[src/rtl/pat_mem_arbiter_pkg.sv]
// ============================================================================
// Module      : pat_mem_arbiter_pkg
// Description : Shared types and defaults for the pattern memory arbiter:
//               arbiter state encoding, read-owner tag, doorbell defaults.
// Revision    : 1.0 - initial release
// ============================================================================
`default_nettype none

package pat_mem_arbiter_pkg;

  // Arbiter state records the last owner of the memory bus
  typedef enum logic [1:0] {
    ST_IDLE  = 2'd0,
    ST_FETCH = 2'd1,
    ST_HOST  = 2'd2
  } arb_state_e;

  // Which requester owns an in-flight read
  typedef enum logic {
    TAG_FETCH = 1'b0,
    TAG_HOST  = 1'b1
  } req_tag_e;

  // Doorbell defaults: a host write of c_start_code to word c_start_addr
  localparam int unsigned c_start_addr = 0;
  localparam logic [7:0]  c_start_code = 8'h77;

endpackage : pat_mem_arbiter_pkg

`default_nettype wire

[src/rtl/pat_mem_arbiter_if.sv]
// ============================================================================
// Module      : pat_mem_arbiter_if
// Description : Bundle of the fetch port, host port, memory bus and doorbell
//               pulse of the pattern memory arbiter. The arbiter connects
//               through the slave modport; the surrounding logic (requesters
//               and memory) uses the master modport.
// Revision    : 1.0 - initial release
// ============================================================================
`default_nettype none

interface pat_mem_arbiter_if #(
  parameter int ADDR_W = 13,
  parameter int DATA_W = 256
);

  localparam int c_be_w = DATA_W / 8;

  // Fetch requester (read-only)
  logic              f_req;
  logic              f_lock;
  logic [ADDR_W-1:0] f_addr;
  logic              f_gnt;
  logic              f_rvalid;
  logic [DATA_W-1:0] f_rdata;

  // Host requester (read/write)
  logic              h_req;
  logic              h_we;
  logic [ADDR_W-1:0] h_addr;
  logic [DATA_W-1:0] h_wdata;
  logic [c_be_w-1:0] h_be;
  logic              h_gnt;
  logic              h_rvalid;
  logic [DATA_W-1:0] h_rdata;

  // Memory bus
  logic              mem_chip_select;
  logic              mem_clk_ena;
  logic              mem_read;
  logic              mem_write;
  logic [ADDR_W-1:0] mem_addr;
  logic [c_be_w-1:0] mem_byte_enable;
  logic [DATA_W-1:0] mem_write_data;
  logic [DATA_W-1:0] mem_read_data;

  // Doorbell
  logic              frame_start;

  modport slave (
    input  f_req, f_lock, f_addr,
    output f_gnt, f_rvalid, f_rdata,
    input  h_req, h_we, h_addr, h_wdata, h_be,
    output h_gnt, h_rvalid, h_rdata,
    output mem_chip_select, mem_clk_ena, mem_read, mem_write,
    output mem_addr, mem_byte_enable, mem_write_data,
    input  mem_read_data,
    output frame_start
  );

  modport master (
    output f_req, f_lock, f_addr,
    input  f_gnt, f_rvalid, f_rdata,
    output h_req, h_we, h_addr, h_wdata, h_be,
    input  h_gnt, h_rvalid, h_rdata,
    input  mem_chip_select, mem_clk_ena, mem_read, mem_write,
    input  mem_addr, mem_byte_enable, mem_write_data,
    output mem_read_data,
    input  frame_start
  );

endinterface : pat_mem_arbiter_if

`default_nettype wire

[src/rtl/pat_mem_rd_tag_pipe.sv]
// ============================================================================
// Module      : pat_mem_rd_tag_pipe
// Description : RD_LAT-deep valid+owner shift register. A read strobe enters
//               with its owner tag and emerges RD_LAT cycles later as the
//               owning port's rvalid. Reset drops everything in flight.
// Revision    : 1.0 - initial release
// ============================================================================
`default_nettype none

module pat_mem_rd_tag_pipe
  import pat_mem_arbiter_pkg::*;
#(
  parameter int RD_LAT = 2
) (
  input  logic     clk,
  input  logic     rst_n,
  input  logic     i_valid,
  input  req_tag_e i_tag,
  output logic     o_f_rvalid,
  output logic     o_h_rvalid
);

  logic [RD_LAT-1:0] r_valid;
  req_tag_e          r_tag [RD_LAT];

  // Shift each read strobe and its owner one stage per cycle
  always_ff @(posedge clk or negedge rst_n) begin
    if (!rst_n) begin
      r_valid <= '0;
      for (int i = 0; i < RD_LAT; i++) begin
        r_tag[i] <= TAG_FETCH;
      end
    end else begin
      r_valid[0] <= i_valid;
      r_tag[0]   <= i_tag;
      for (int i = 1; i < RD_LAT; i++) begin
        r_valid[i] <= r_valid[i-1];
        r_tag[i]   <= r_tag[i-1];
      end
    end
  end

  assign o_f_rvalid = r_valid[RD_LAT-1] & (r_tag[RD_LAT-1] == TAG_FETCH);
  assign o_h_rvalid = r_valid[RD_LAT-1] & (r_tag[RD_LAT-1] == TAG_HOST);

endmodule : pat_mem_rd_tag_pipe

`default_nettype wire

[src/rtl/pat_mem_arbiter.sv]
// ============================================================================
// Module      : pat_mem_arbiter
// Description : Shares the single-port pattern memory between the fetch
//               datapath (read-only, priority) and the host loader
//               (read/write). Registers the memory bus, routes read data
//               back to its owner and decodes the start doorbell.
// Config      : PAT_MEM_ARB_FAIRNESS_EN - when defined, the host is forced a
//               grant after MAX_WAIT fetch grants taken while it was waiting.
// Revision    : 1.0 - initial release
// ============================================================================
`default_nettype none

module pat_mem_arbiter
  import pat_mem_arbiter_pkg::*;
#(
  parameter int                ADDR_W     = 13,
  parameter int                DATA_W     = 256,
  parameter int                RD_LAT     = 2,
  parameter int                MAX_WAIT   = 8,
  parameter logic [ADDR_W-1:0] START_ADDR = ADDR_W'(c_start_addr),
  parameter logic [7:0]        START_CODE = c_start_code
) (
  input logic              clk,
  input logic              rst_n,
  pat_mem_arbiter_if.slave bus
);

  localparam int c_be_w = DATA_W / 8;

  logic              w_f_gnt;
  logic              w_h_gnt;
  logic              w_force_host;

  arb_state_e        r_state;
  arb_state_e        w_state_nxt;

  logic              r_mem_clk_ena;
  logic              r_mem_read;
  logic              r_mem_write;
  logic [ADDR_W-1:0] r_mem_addr;
  logic [c_be_w-1:0] r_mem_be;
  logic [DATA_W-1:0] r_mem_wdata;
  req_tag_e          r_mem_tag;
  logic              r_frame_start;

  logic              w_f_rvalid;
  logic              w_h_rvalid;

`ifdef PAT_MEM_ARB_FAIRNESS_EN
  localparam int                  c_wait_w   = $clog2(MAX_WAIT + 1);
  localparam logic [c_wait_w-1:0] c_wait_max = c_wait_w'(MAX_WAIT);

  logic [c_wait_w-1:0] r_wait_cnt;

  // Count fetch grants taken while the host waits unlocked; clear when the host gets in
  always_ff @(posedge clk or negedge rst_n) begin
    if (!rst_n) begin
      r_wait_cnt <= '0;
    end else if (w_h_gnt) begin
      r_wait_cnt <= '0;
    end else if (w_f_gnt && bus.h_req && !bus.f_lock && (r_wait_cnt != c_wait_max)) begin
      r_wait_cnt <= r_wait_cnt + 1'b1;
    end
  end

  // A lock always beats fairness
  assign w_force_host = bus.h_req & ~bus.f_lock & (r_wait_cnt == c_wait_max);
`else
  assign w_force_host = 1'b0;
`endif

  // Grant: fetch first, host only when fetch is absent/unlocked or fairness forces it
  always_comb begin
    w_f_gnt = bus.f_req & ~w_force_host;
    w_h_gnt = bus.h_req & ~bus.f_lock & (~bus.f_req | w_force_host);
  end

  // Owner state register
  always_ff @(posedge clk or negedge rst_n) begin
    if (!rst_n) begin
      r_state <= ST_IDLE;
    end else begin
      r_state <= w_state_nxt;
    end
  end

  // Owner next-state: follow whichever side was granted, hold FETCH while it locks
  always_comb begin
    w_state_nxt = r_state;
    case (r_state)
      ST_IDLE: begin
        if (w_f_gnt)      w_state_nxt = ST_FETCH;
        else if (w_h_gnt) w_state_nxt = ST_HOST;
      end
      ST_FETCH: begin
        if (w_h_gnt)                       w_state_nxt = ST_HOST;
        else if (bus.f_req || bus.f_lock)  w_state_nxt = ST_FETCH;
        else                               w_state_nxt = ST_IDLE;
      end
      ST_HOST: begin
        if (w_f_gnt)      w_state_nxt = ST_FETCH;
        else if (w_h_gnt) w_state_nxt = ST_HOST;
        else              w_state_nxt = ST_IDLE;
      end
      default: w_state_nxt = ST_IDLE;
    endcase
  end

  // Register the accepted access onto the memory bus and decode the doorbell
  always_ff @(posedge clk or negedge rst_n) begin
    if (!rst_n) begin
      r_mem_clk_ena <= 1'b0;
      r_mem_read    <= 1'b0;
      r_mem_write   <= 1'b0;
      r_mem_addr    <= '0;
      r_mem_be      <= '0;
      r_mem_wdata   <= '0;
      r_mem_tag     <= TAG_FETCH;
      r_frame_start <= 1'b0;
    end else begin
      r_mem_clk_ena <= 1'b1;
      r_mem_read    <= w_f_gnt | (w_h_gnt & ~bus.h_we);
      r_mem_write   <= w_h_gnt & bus.h_we;
      r_frame_start <= w_h_gnt & bus.h_we & (bus.h_addr == START_ADDR) &
                       bus.h_be[0] & (bus.h_wdata[7:0] == START_CODE);
      if (w_f_gnt) begin
        r_mem_addr <= bus.f_addr;
        r_mem_be   <= '1;
        r_mem_tag  <= TAG_FETCH;
      end else if (w_h_gnt) begin
        r_mem_addr <= bus.h_addr;
        r_mem_tag  <= TAG_HOST;
        if (bus.h_we) begin
          r_mem_be    <= bus.h_be;
          r_mem_wdata <= bus.h_wdata;
        end else begin
          r_mem_be    <= '1;
        end
      end
    end
  end

  pat_mem_rd_tag_pipe #(
    .RD_LAT (RD_LAT)
  ) u_rd_tag_pipe (
    .clk        (clk),
    .rst_n      (rst_n),
    .i_valid    (r_mem_read),
    .i_tag      (r_mem_tag),
    .o_f_rvalid (w_f_rvalid),
    .o_h_rvalid (w_h_rvalid)
  );

  assign bus.f_gnt           = w_f_gnt;
  assign bus.h_gnt           = w_h_gnt;
  assign bus.f_rvalid        = w_f_rvalid;
  assign bus.h_rvalid        = w_h_rvalid;
  assign bus.f_rdata         = bus.mem_read_data;
  assign bus.h_rdata         = bus.mem_read_data;
  assign bus.mem_clk_ena     = r_mem_clk_ena;
  assign bus.mem_read        = r_mem_read;
  assign bus.mem_write       = r_mem_write;
  assign bus.mem_chip_select = r_mem_read | r_mem_write;
  assign bus.mem_addr        = r_mem_addr;
  assign bus.mem_byte_enable = r_mem_be;
  assign bus.mem_write_data  = r_mem_wdata;
  assign bus.frame_start     = r_frame_start;

endmodule : pat_mem_arbiter

`default_nettype wire

[src/flat_wrapper.sv]
// flat-port wrapper written by rule: the top's interface ports become plain ports
module pat_mem_arbiter_flat import pat_mem_arbiter_pkg::*;
#(
  parameter int                ADDR_W     = 13,
  parameter int                DATA_W     = 256,
  parameter int                RD_LAT     = 2,
  parameter int                MAX_WAIT   = 8,
  parameter logic [ADDR_W-1:0] START_ADDR = ADDR_W'(c_start_addr),
  parameter logic [7:0]        START_CODE = c_start_code
)
  (clk, rst_n, bus_f_req, bus_f_lock, bus_f_addr, bus_f_gnt, bus_f_rvalid, bus_f_rdata, bus_h_req, bus_h_we, bus_h_addr, bus_h_wdata, bus_h_be, bus_h_gnt, bus_h_rvalid, bus_h_rdata, bus_mem_chip_select, bus_mem_clk_ena, bus_mem_read, bus_mem_write, bus_mem_addr, bus_mem_byte_enable, bus_mem_write_data, bus_mem_read_data, bus_frame_start);
  pat_mem_arbiter_if #(.ADDR_W(ADDR_W), .DATA_W(DATA_W)) bus_i ();
  input logic clk;
  input logic rst_n;
  input wire logic [$bits(bus_i.f_req)-1:0] bus_f_req;
  input wire logic [$bits(bus_i.f_lock)-1:0] bus_f_lock;
  input wire logic [$bits(bus_i.f_addr)-1:0] bus_f_addr;
  output wire logic [$bits(bus_i.f_gnt)-1:0] bus_f_gnt;
  output wire logic [$bits(bus_i.f_rvalid)-1:0] bus_f_rvalid;
  output wire logic [$bits(bus_i.f_rdata)-1:0] bus_f_rdata;
  input wire logic [$bits(bus_i.h_req)-1:0] bus_h_req;
  input wire logic [$bits(bus_i.h_we)-1:0] bus_h_we;
  input wire logic [$bits(bus_i.h_addr)-1:0] bus_h_addr;
  input wire logic [$bits(bus_i.h_wdata)-1:0] bus_h_wdata;
  input wire logic [$bits(bus_i.h_be)-1:0] bus_h_be;
  output wire logic [$bits(bus_i.h_gnt)-1:0] bus_h_gnt;
  output wire logic [$bits(bus_i.h_rvalid)-1:0] bus_h_rvalid;
  output wire logic [$bits(bus_i.h_rdata)-1:0] bus_h_rdata;
  output wire logic [$bits(bus_i.mem_chip_select)-1:0] bus_mem_chip_select;
  output wire logic [$bits(bus_i.mem_clk_ena)-1:0] bus_mem_clk_ena;
  output wire logic [$bits(bus_i.mem_read)-1:0] bus_mem_read;
  output wire logic [$bits(bus_i.mem_write)-1:0] bus_mem_write;
  output wire logic [$bits(bus_i.mem_addr)-1:0] bus_mem_addr;
  output wire logic [$bits(bus_i.mem_byte_enable)-1:0] bus_mem_byte_enable;
  output wire logic [$bits(bus_i.mem_write_data)-1:0] bus_mem_write_data;
  input wire logic [$bits(bus_i.mem_read_data)-1:0] bus_mem_read_data;
  output wire logic [$bits(bus_i.frame_start)-1:0] bus_frame_start;
  assign bus_i.f_req = bus_f_req;
  assign bus_i.f_lock = bus_f_lock;
  assign bus_i.f_addr = bus_f_addr;
  assign bus_f_gnt = bus_i.f_gnt;
  assign bus_f_rvalid = bus_i.f_rvalid;
  assign bus_f_rdata = bus_i.f_rdata;
  assign bus_i.h_req = bus_h_req;
  assign bus_i.h_we = bus_h_we;
  assign bus_i.h_addr = bus_h_addr;
  assign bus_i.h_wdata = bus_h_wdata;
  assign bus_i.h_be = bus_h_be;
  assign bus_h_gnt = bus_i.h_gnt;
  assign bus_h_rvalid = bus_i.h_rvalid;
  assign bus_h_rdata = bus_i.h_rdata;
  assign bus_mem_chip_select = bus_i.mem_chip_select;
  assign bus_mem_clk_ena = bus_i.mem_clk_ena;
  assign bus_mem_read = bus_i.mem_read;
  assign bus_mem_write = bus_i.mem_write;
  assign bus_mem_addr = bus_i.mem_addr;
  assign bus_mem_byte_enable = bus_i.mem_byte_enable;
  assign bus_mem_write_data = bus_i.mem_write_data;
  assign bus_i.mem_read_data = bus_mem_read_data;
  assign bus_frame_start = bus_i.frame_start;
  pat_mem_arbiter #(.ADDR_W(ADDR_W), .DATA_W(DATA_W), .RD_LAT(RD_LAT), .MAX_WAIT(MAX_WAIT), .START_ADDR(START_ADDR), .START_CODE(START_CODE)) u_core (.clk(clk), .rst_n(rst_n), .bus(bus_i));
endmodule
[config.mk]
export PLATFORM = sky130hd
export DESIGN_NAME = pat_mem_arbiter_flat
export DESIGN_NICKNAME = d
export VERILOG_FILES = /design/src/rtl/pat_mem_arbiter_pkg.sv /design/src/rtl/pat_mem_arbiter_if.sv /design/src/rtl/pat_mem_rd_tag_pipe.sv /design/src/rtl/pat_mem_arbiter.sv /design/src/flat_wrapper.sv
export SDC_FILE = /design/constraint.sdc
export NUM_CORES = 1
export LEC_CHECK = 0
export ABC_AREA = 1
export ABC_CLOCK_PERIOD_IN_PS = 1460
export CAP_MARGIN = 20
export CORE_AREA = 2 2 539 541
export DETAILED_ROUTE_END_ITERATION = 10
export DIE_AREA = 0 0 541 543
export PLACE_DENSITY = 0.34
export SLEW_MARGIN = 20
export SYNTH_ARGS = -nofsm -noshare
export SYNTH_HDL_FRONTEND = slang
export SYNTH_SLANG_ARGS = --single-unit
[constraint.sdc]
create_clock -name clk -period 1.46 [get_ports clk]
set_clock_uncertainty 0.15 [all_clocks]
set_input_delay 0.292 -clock clk [delete_from_list [all_inputs] [get_ports clk]]
set_output_delay 0.292 -clock clk [all_outputs]
set_load 0.01 [all_outputs]
# [Yosys cells after proc, flatten, opt, wreduce, memory -nomap -nowiden]
# Cells that the tools add are included.
[op_classes] n_eq_ne=1 mux=7 bitwise=15 n_reduce_logical=3
[op_table] cell="$mux W32" n=3
[op_table] cell="$mux W13" n=2
[op_table] cell="$logic_not A13 Y1" n=1
[op_table] cell="$and A1 B1 Y1" n=9
[op_table] cell="$eq A8 B7 Y1 const B" n=1
[op_table] cell="$not A1 Y1" n=4
[op_table] cell="$reduce_and A3 Y1" n=1
[op_table] cell="$mux W1" n=2
[op_table] cell="$or A1 B1 Y1" n=2
[op_table] cell="$reduce_bool A2 Y1" n=1
[totals] regBits=310 inputBits=576 wordCells=37

# [Depth between registers and ports, before layout]
# Gate-level depths: netlist (run 1).
[logic_depth] word_depth=7 mapped_depth=10 depth_no_buf=6

# [Hierarchy]
# Synthesis (run 1) repeated with hierarchy kept, for this count alone.
[hier_totals] cells_unflattened=1844 area_unflattened_um2=15657.5
[by_module_without_submodules] mod="pat_mem_arbiter" instances=1 cells_per_inst=1836 area_each_um2=15539.9 seq_area_each_um2=7657.3
[by_module_without_submodules] mod="pat_mem_rd_tag_pipe" instances=1 cells_per_inst=8 area_each_um2=117.6 seq_area_each_um2=100.1

# [Least setup slack after synthesis (run 1)]
# Ideal clock, no wire load.
[synth_path] kind="input to register" from="input bus_f_req" to="register u_core.r_mem_wdata[133] (netlist: u_core.bus.mem_write_data[133])" setup_ns=0.117 t_arrival_ns=1.177 slack_ns=0.016 cell_stages=10 path_buffers=4 cell_sequence="buf_4 inv_2 nand2_2 nor2_4 inv_2 buf_6 buf_6 buf_2 nand2_1 nand2_1"
[synth_via] elab_chain_len=3
[synth_lines] item="from (decl)" line="flat_wrapper.sv:15" source="input wire logic [$bits(bus_i.f_req)-1:0] bus_f_req;"
[synth_lines] item="$not A1 Y1 *" line="pat_mem_arbiter.sv:75" source="w_h_gnt = bus.h_req & ~bus.f_lock & (~bus.f_req | w_force_host);"
[synth_lines] item="$and A1 B1 Y1" line="pat_mem_arbiter.sv:75"
[synth_lines] item="$reduce_and A3 Y1 (no line) *"
[synth_lines] item="to (signal assigned)" line="pat_mem_arbiter.sv:135" source="r_mem_wdata <= bus.h_wdata;"
[synth_lines] item="to (decl)" line="pat_mem_arbiter.sv:42" source="logic [DATA_W-1:0] r_mem_wdata;"
# Mark *: on every way between the ends. The rest lies on a longest branch, timed or not.
# A chain may end at the register's enable or synchronous reset.

# [Final worst setup path (run 1)]
[layout_path] from="register u_core.r_mem_read (netlist: u_core.bus.mem_read)" to="output bus_mem_chip_select"
[layout_via] elab_chain_len=1
[layout_lines] item="from (decl)" line="pat_mem_arbiter.sv:38" source="logic r_mem_read;"
[layout_lines] item="from (signal assigned)" line="pat_mem_arbiter.sv:122" source="r_mem_read <= w_f_gnt | (w_h_gnt & ~bus.h_we);"
[layout_lines] item="$or A1 B1 Y1" line="pat_mem_arbiter.sv:163" source="assign bus.mem_chip_select = r_mem_read | r_mem_write;"
[layout_lines] item="to (decl)" line="flat_wrapper.sv:29" source="output wire logic [$bits(bus_i.mem_chip_select)-1:0] bus_mem_chip_select;"
# No other way between the ends.

==> out/results.txt, run 1 <==
Syn nets - 2,423
DRT Pass-1 Iters - 5
Fin crit share - 133.2%
Via density - 2.258
Clk sinks - 310
Via count - 14,010
Initial antenna violation count - 61
Vias in the first global route - 15,100
Sequential fraction of the synthesis area - 49.81%
Post-synth top area share - 49.81%
Layout cells sized above 1 - 25.67%
Drc violations - 0
Die Ht - 543 um
P&R area growth vs syn - 89.74%
Synth top area cells - dfrtp_1 (50%), buf_4 (25%), nand2_1 (20%)
Slew headroom - 58.54%
Syn Std Cell Area - 0.01557 mm2
Total track usage - 9.480%
Fin nets - 2,961
Crit path max fanout - 2
Chip width - 541 um
Power per cell area - 1143 mW/mm2
Post-layout min period - 1.944 ns
RSZ-0062 raised after global routing - true
Top-Level Pins - 1,398
Fmax - 0.5143 GHz
Final number of hold-violating endpoints - 0
Leak - 12.58 nW
Number of max-cap violations - 0
CP endpoint kind - primary output
Gpl congestion - 0.7950
Worst-Skew Late Latency - 0.68 ns
Worst endpoint data arrival time - 1.50 ns
TritonCTS clock tree - yes
Wire per inst - 23.15 um
Row cnt - 197
Post-synthesis register bit count - 310
Clock transition at the registers of the reported paths - 0.06 ns
Post-synth top area cell - dfrtp_1
Die area - 0.2938 mm2
Failing checks - negative setup slack
Setup CP Type - reg2out
DP Worst Slack - -0.8472 ns
Fin Setup TNS - -65.37 ns
Final setup viols - 317
Max H-tree Level - 2
ANT nets after route - 0
Syn. warnings - 0
Overall power - 33.78 mW
Status - complete, but fails checks
First-pass GRT wire length - 176,600 um
Commonest cells after routing, fill and taps aside - nand2_1 (814), clkdlybuf4s50_1 (314), dfrtp_1 (271)
Core ar. - 0.2874 mm2
Count of pins over their slew limit - 0
Setup crit start kind - flip-flop
Worst hold path class - in2reg
Netlist cell types - 17
I/O Buffers - 629
Commonest non-fill, non-tap cell in the layout - nand2_1
Req. time, crit path - 1.02 ns
Post-synthesis cell count - 1,847
Syn Area/Cell - 8.432 um2
Initial Util - 5.419%
Root buffer cell - clkbuf_16
Initial DRC Count - 774
Slack of the critical path - -0.4845 ns
Clk buf depth - 3
DP Wirelength - 124,600 um
Maximum vdd ir drop - 0.9693 mV
Routed WL - 143,700 um
Largest net degree at the start of global routing - 50
Slew @ Worst Pin - 0.6199 ns
Num CTS Buffers - 48
Final global-route overflow total - 0
==> synthesized netlist by cell type, drive strengths merged <==
master / instances
nand2: 816
buf: 574
dfrtp: 310
nor2: 112
nand3: 14
inv: 10
clkbuf: 6
o21ai: 2
a21oi: 1
conb: 1
or2: 1
==> where the power goes <==
| part | leakage (nW) | switching [mW] | internal (mW) |
|---|---|---|---|
| combinational | 8.11 | 4.52 | 5.76 |
| sequential | 3.74 | 1.51 | 10.0 |
| clock | 0.733 | 5.06 | 6.88 |
==> stage by stage <==
| stage | util (%) | hold slack [ns] | instances | cell area [um2] |
|---|---|---|---|---|
| after floorplan | - | -0.1536 | 1847 | 15570 |
| after global placement | 8.651 | 0.04592 | 5771 | 24860 |
| after detailed placement | 8.651 | 0.04818 | 5771 | 24860 |
| after CTS | 10.14 | 0.003285 | 6162 | 29140 |
| after global routing | 10.27 | 0.02724 | 6197 | 29530 |
| final | 10.28 | 0.08616 | 6206 | 29550 |
==> routing by layer <==
| metal | global-route usage (%) | vias to the layer above | wire length, um |
|---|---|---|---|
| li1 | - | 6130 | - |
| met1 | 8.636 | 6376 | 45360 |
| met2 | 13.17 | 1072 | 56600 |
| met3 | 10.63 | 399 | 34590 |
| met4 | 3.768 | 34 | 6722 |
| met5 | 0.4932 | - | 409 |
==> worst max-delay path: stages (launching register included) <==
cell,delay [ns]
dfrtp_2,0.46
or2_4,0.24
buf_6,0.12
==> state kept, by name, summed over array words and instances, names as in the netlist <==
register	count
u_core.bus.mem_write_data	256
u_core.bus.mem_byte_enable	32
u_core.bus.mem_addr	13
u_core.u_rd_tag_pipe.r_tag	2
u_core.u_rd_tag_pipe.r_valid	2
u_core.bus.frame_start	1
u_core.bus.mem_clk_ena	1
u_core.bus.mem_read	1
u_core.bus.mem_write	1
u_core.r_mem_tag	1
==> layout make-up <==
class / instances / area (um2)
Clock buffer: 67 / 1384
Clock inverter: 13 / 138.9
Tap cell: 3781 / 4731
Inverter: 10 / 45.04
Sequential cell: 310 / 7806
Timing Repair Buffer: 1068 / 11810
Antenna cell: 10 / 25.02
Multi-Input combinational cell: 947 / 3608
Fill cell: 33230 / 257900
==> cells by family (layout without fill, tap and decap cells) <==
logic type	count (synthesis)	in the layout	synth area share, %
AO/OA/AOI/OAI	3	3	0.09638
buffers and inverters	590	1158	27.15
flip-flops	310	310	49.81
other	1	11	0.02408
AND/OR/NAND/NOR	943	943	22.92
==> final timing paths <==
kind / from / cells after the start / slack (ns) / endpoint
worst max-delay path: u_core.bus.mem_read$_DFF_PN0_ / 2 / -0.48 / bus_mem_chip_select
worst min-delay path: bus_h_be[19] / 3 / 0.09 / u_core.bus.mem_byte_enable[19]$_DFFE_PN0P_
worst max register to register: u_core.bus.mem_addr[7]$_DFFE_PN0P_ / 3 / 0.06 / u_core.bus.mem_addr[7]$_DFFE_PN0P_
worst min register to register: u_core.u_rd_tag_pipe.r_valid[0]$_DFF_PN0_ / 0 / 0.21 / u_core.u_rd_tag_pipe.r_valid[1]$_DFF_PN0_
max in group asynchronous: rst_n / 3 / -0.10 / u_core.bus.mem_byte_enable[30]$_DFFE_PN0P_
min in group asynchronous: rst_n / 3 / 0.16 / u_core.bus.mem_write_data[10]$_DFFE_PN0P_
==> what timing repair did <==
action                                  CTS  global route
hold endpoints to repair                549             7
pin swaps                                 2             1
buffers inserted                         60            35
resized for setup                       743            30
endpoints found under the setup margin  339           324
hold buffers                            251             1
Power figures use the tool's default switching activity.
==> run 2: changes to the inputs <==
--- a/config.mk
+++ b/config.mk
@@ -8,11 +8,12 @@
 export ABC_AREA = 1
 export ABC_CLOCK_PERIOD_IN_PS = 1460
 export CAP_MARGIN = 20
-export CORE_AREA = 2 2 539 541
+export CORE_AREA = 2 2 540 542
 export DETAILED_ROUTE_END_ITERATION = 10
-export DIE_AREA = 0 0 541 543
-export PLACE_DENSITY = 0.34
+export DIE_AREA = 0 0 542 544
+export PLACE_DENSITY = 0.3
 export SLEW_MARGIN = 20
 export SYNTH_ARGS = -nofsm -noshare
 export SYNTH_HDL_FRONTEND = slang
+export SYNTH_HIERARCHICAL = 1
 export SYNTH_SLANG_ARGS = --single-unit
==> out/results.txt, run 2 <==
Status - complete, but fails checks
Failing checks - negative setup slack
Commonest cells in the synthesized netlist - nand2_1 (813), buf_4 (537), dfrtp_1 (310)
Fin nets - 2,950 (-0.37%)
Drc violations - 0 (unchanged)
P&R area growth vs syn - 92.62%
Syn Std Cell Area - 0.01566 mm2 (+0.54%)
Post-synth top area cell - dfrtp_1
DP Wirelength - 128,300 um (+3.0%)
DRT Pass-1 Iters - 7 (+2)
Simple-gate share of the synthesized area - 22.83% (-0.091 points)
Synth Area in Compound Gates - 0.1598% (+0.063 points)
Die Ht - 544 um (+0.18%)
Die area - 0.2948 mm2 (+0.37%)
Leak - 12.86 nW (+2.2%)
EDFF count, synth - 0 (unchanged)
Seq. cell area - 0.007782 mm2 (-0.30%)
Overall power - 35.47 mW (+5.0%)
Largest family of logic cells by synthesized area - buffers and inverters
Largest net degree at the start of global routing - 82 (+64%)
Reg2reg setup slack - 0.11 ns (+0.05 ns)
RSZ-0062 raised after global routing - true
Critical R2R Launch - u_core/r_mem_tag$_DFFE_PN0P_
Total track usage - 9.736% (+0.26 points)
Core ar. - 0.2894 mm2 (+0.68%)
Crit path max fanout - 3 (+1)
Final number of hold-violating endpoints - 0 (unchanged)
Xor-xnor portion of the synthesized cell area - 0% (unchanged)
Clk buf depth - 3 (unchanged)
Post-layout min period - 2.068 ns (+0.1239 ns)
Synth top area cells - dfrtp_1 (50%), buf_4 (26%), nand2_1 (19%)
Row cnt - 198 (+0.51%)
Chip width - 542 um (+0.18%)
Slack of the critical path - -0.6084 ns (-0.1239 ns)
Sequential fraction of the synthesis area - 49.54% (-0.27 points)
Number of max-cap violations - 0 (unchanged)
Syn. warnings - 6 (+6)
Max H-tree Level - 2 (unchanged)
Post-synthesis register bit count - 310 (unchanged)
Slew headroom - 56.36% (-2.2 points)
Syn nets - 2,420 (-0.12%)
Root buffer cell - clkbuf_16
Setup CP Type - reg2out
Setup crit start kind - flip-flop
TritonCTS clock tree - yes
Initial DRC Count - 548 (-29%)
First-pass GRT wire length - 181,300 um (+2.7%)
Routed WL - 149,000 um (+3.7%)
Fraction of the mapped netlist area in adder cells - 0% (unchanged)
Async SR Flop Fraction - 100.0% (unchanged)
I/O Buffers - 629 (unchanged)
Mux contribution to synthesized area - 0% (unchanged)
Post-Place Cells - 5,769 (-0.035%)
ANT nets after route - 0 (unchanged)
Netlist cell types - 19 (+2)
Most common cell in the netlist - nand2_1
Fin crit share - 141.7% (+8.5 points)
Critical Path Source - u_core/bus.mem_read$_DFF_PN0_
Design Area, Final - 0.03016 mm2 (+2.1%)
Footprint of the multi-input gates - 0.003631 mm2 (+0.62%)
Fin Setup TNS - -68.24 ns (-2.865 ns)
Final global-route overflow total - 0 (unchanged)
Clk sinks - 310 (unchanged)
Via count - 13,900 (-0.83%)
Initial Util - 5.411% (-0.0076 points)
Num CTS Buffers - 51 (+6.3%)
Count of pins over their slew limit - 0 (unchanged)
Final-layout fill cell count - 33,300 (+0.21%)
Clock transition at the registers of the reported paths - 0.06 ns (about the same)
Top-Level Pins - 1,398 (unchanged)
Slew @ Worst Pin - 0.6546 ns (+0.03471 ns)
Commonest cells after routing, fill and taps aside - nand2_1 (810), clkdlybuf4s50_1 (312), dfrtp_1 (290)
Fmax - 0.4835 GHz (-6.0%)
Via density - 2.231 (-1.2%)
Max reg flops - 256 (unchanged)
Post-synthesis cell count - 1,844 (-0.16%)
Post-synth top area share - 49.54% (-0.27 points)
Commonest non-fill, non-tap cell in the layout - nand2_1
Worst hold path class - in2async
Power per cell area - 1176 mW/mm2 (+2.9%)
Gpl congestion - 0.7295 (-8.2%)
Maximum vdd ir drop - 0.7431 mV (-23%)
Final cell count without fillers - 6,229 (+0.37%)
Syn Area/Cell - 8.491 um2 (+0.70%)
Req. time, crit path - 1.02 ns (about the same)
Wire per inst - 23.93 um (+3.3%)
Initial antenna violation count - 76 (+25%)
Final setup viols - 314 (-0.95%)
Vias in the first global route - 14,840 (-1.7%)
Worst endpoint data arrival time - 1.63 ns (+0.13 ns)
CP endpoint kind - primary output
Most common flop cell mapped by yosys - dfrtp_1
Layout cells sized above 1 - 25.89% (+0.22 points)
Worst-Skew Late Latency - 0.71 ns (+0.03 ns)
Dpl cell area - 0.02520 mm2 (+1.4%)
-- run 2: cell count changes in the layout (fill, tap and decap cells not counted), moves of 4 or more --
cell / before / now
buf_12: 171 / 212
buf_2: 60 / 47
buf_4: 167 / 163
buf_6: 100 / 79
clkbuf_16: 49 / 54
clkinv_2: 3 / 9
dfrtp_1: 271 / 290
dfrtp_2: 39 / 20
diode_2: 10 / 15
dlygate4sd3_1: 250 / 233
inv_6: 1 / 6
nand2_1: 814 / 810
-- run 2: worst paths after layout --
path                                                               to  depth (start not counted)
max in group asynchronous  u_core/bus.mem_write_data[206]$_DFFE_PN0P_                          3
min in group clk           u_core/bus.mem_write_data[225]$_DFFE_PN0P_                          3
hold / removal                          u_core/bus.mem_read$_DFF_PN0_                          3
hold reg to reg               u_core/u_rd_tag_pipe/r_tag[0]$_DFF_PN0_                          0
setup reg to reg                         u_core/r_mem_tag$_DFFE_PN0P_                          3
setup / recovery                                  bus_mem_chip_select                          3
-- run 2: final cells by class --
cell class	instances	share of cell area, %
timing repair buffer	1056	40.45
multi-input combinational	946	12.04
clock inverter	25	0.9085
antenna	15	0.1245
clock buffer	68	4.746
inverter	9	0.1659
sequential	310	25.80
tap	3800	15.76
-- run 2: through the flow --
stage / setup slack (ns) / hold WS [ns] / util, %
finish: -0.6084 / 0.05205 / 10.42
floorplan: 0.1117 / -0.1536 / -
global route: -0.7037 / 0.04115 / 10.42
global placement: -0.7318 / -0.007487 / 8.709
detailed placement: -0.7341 / -0.005887 / 8.709
CTS: -0.7319 / 0.001025 / 10.23
-- run 2: repair_timing --
action,in CTS,in global routing
buffers inserted,68,50
cloned,0,2
endpoints found under the hold margin,529,2
gates resized for setup,558,35
pin swaps,1,1
setup endpoints to repair,310,679
hold buffers,235,2
-- run 2: cell families after synthesis --
logic type | count (synthesis)
AO/OA/AOI/OAI | 5
buffers and inverters | 588
other | 1
flip-flops | 310
AND/OR/NAND/NOR | 940
-- run 2: metal layers --
metal	global-route usage (%)	wire length, um	up-vias
li1	-	-	6130
met1	9.318	49770	6288
met2	13.64	59240	975
met3	9.551	31910	468
met4	4.800	7915	34
met5	0.03247	207	-
-- run 2: report_power, final --
group	internal [mW]	switching, mW	leakage (nW)	total [mW]
Clock	7.59	5.34	0.836	12.9
Sequential	10.0	1.47	3.76	11.5
Combinational	6.27	4.78	8.26	11.0
-- run 2: worst max-delay path, cell delays in order (launching register included) --
cell	delay, ns
dfrtp_1	0.40
buf_12	0.15
or2_4	0.23
buf_6	0.12
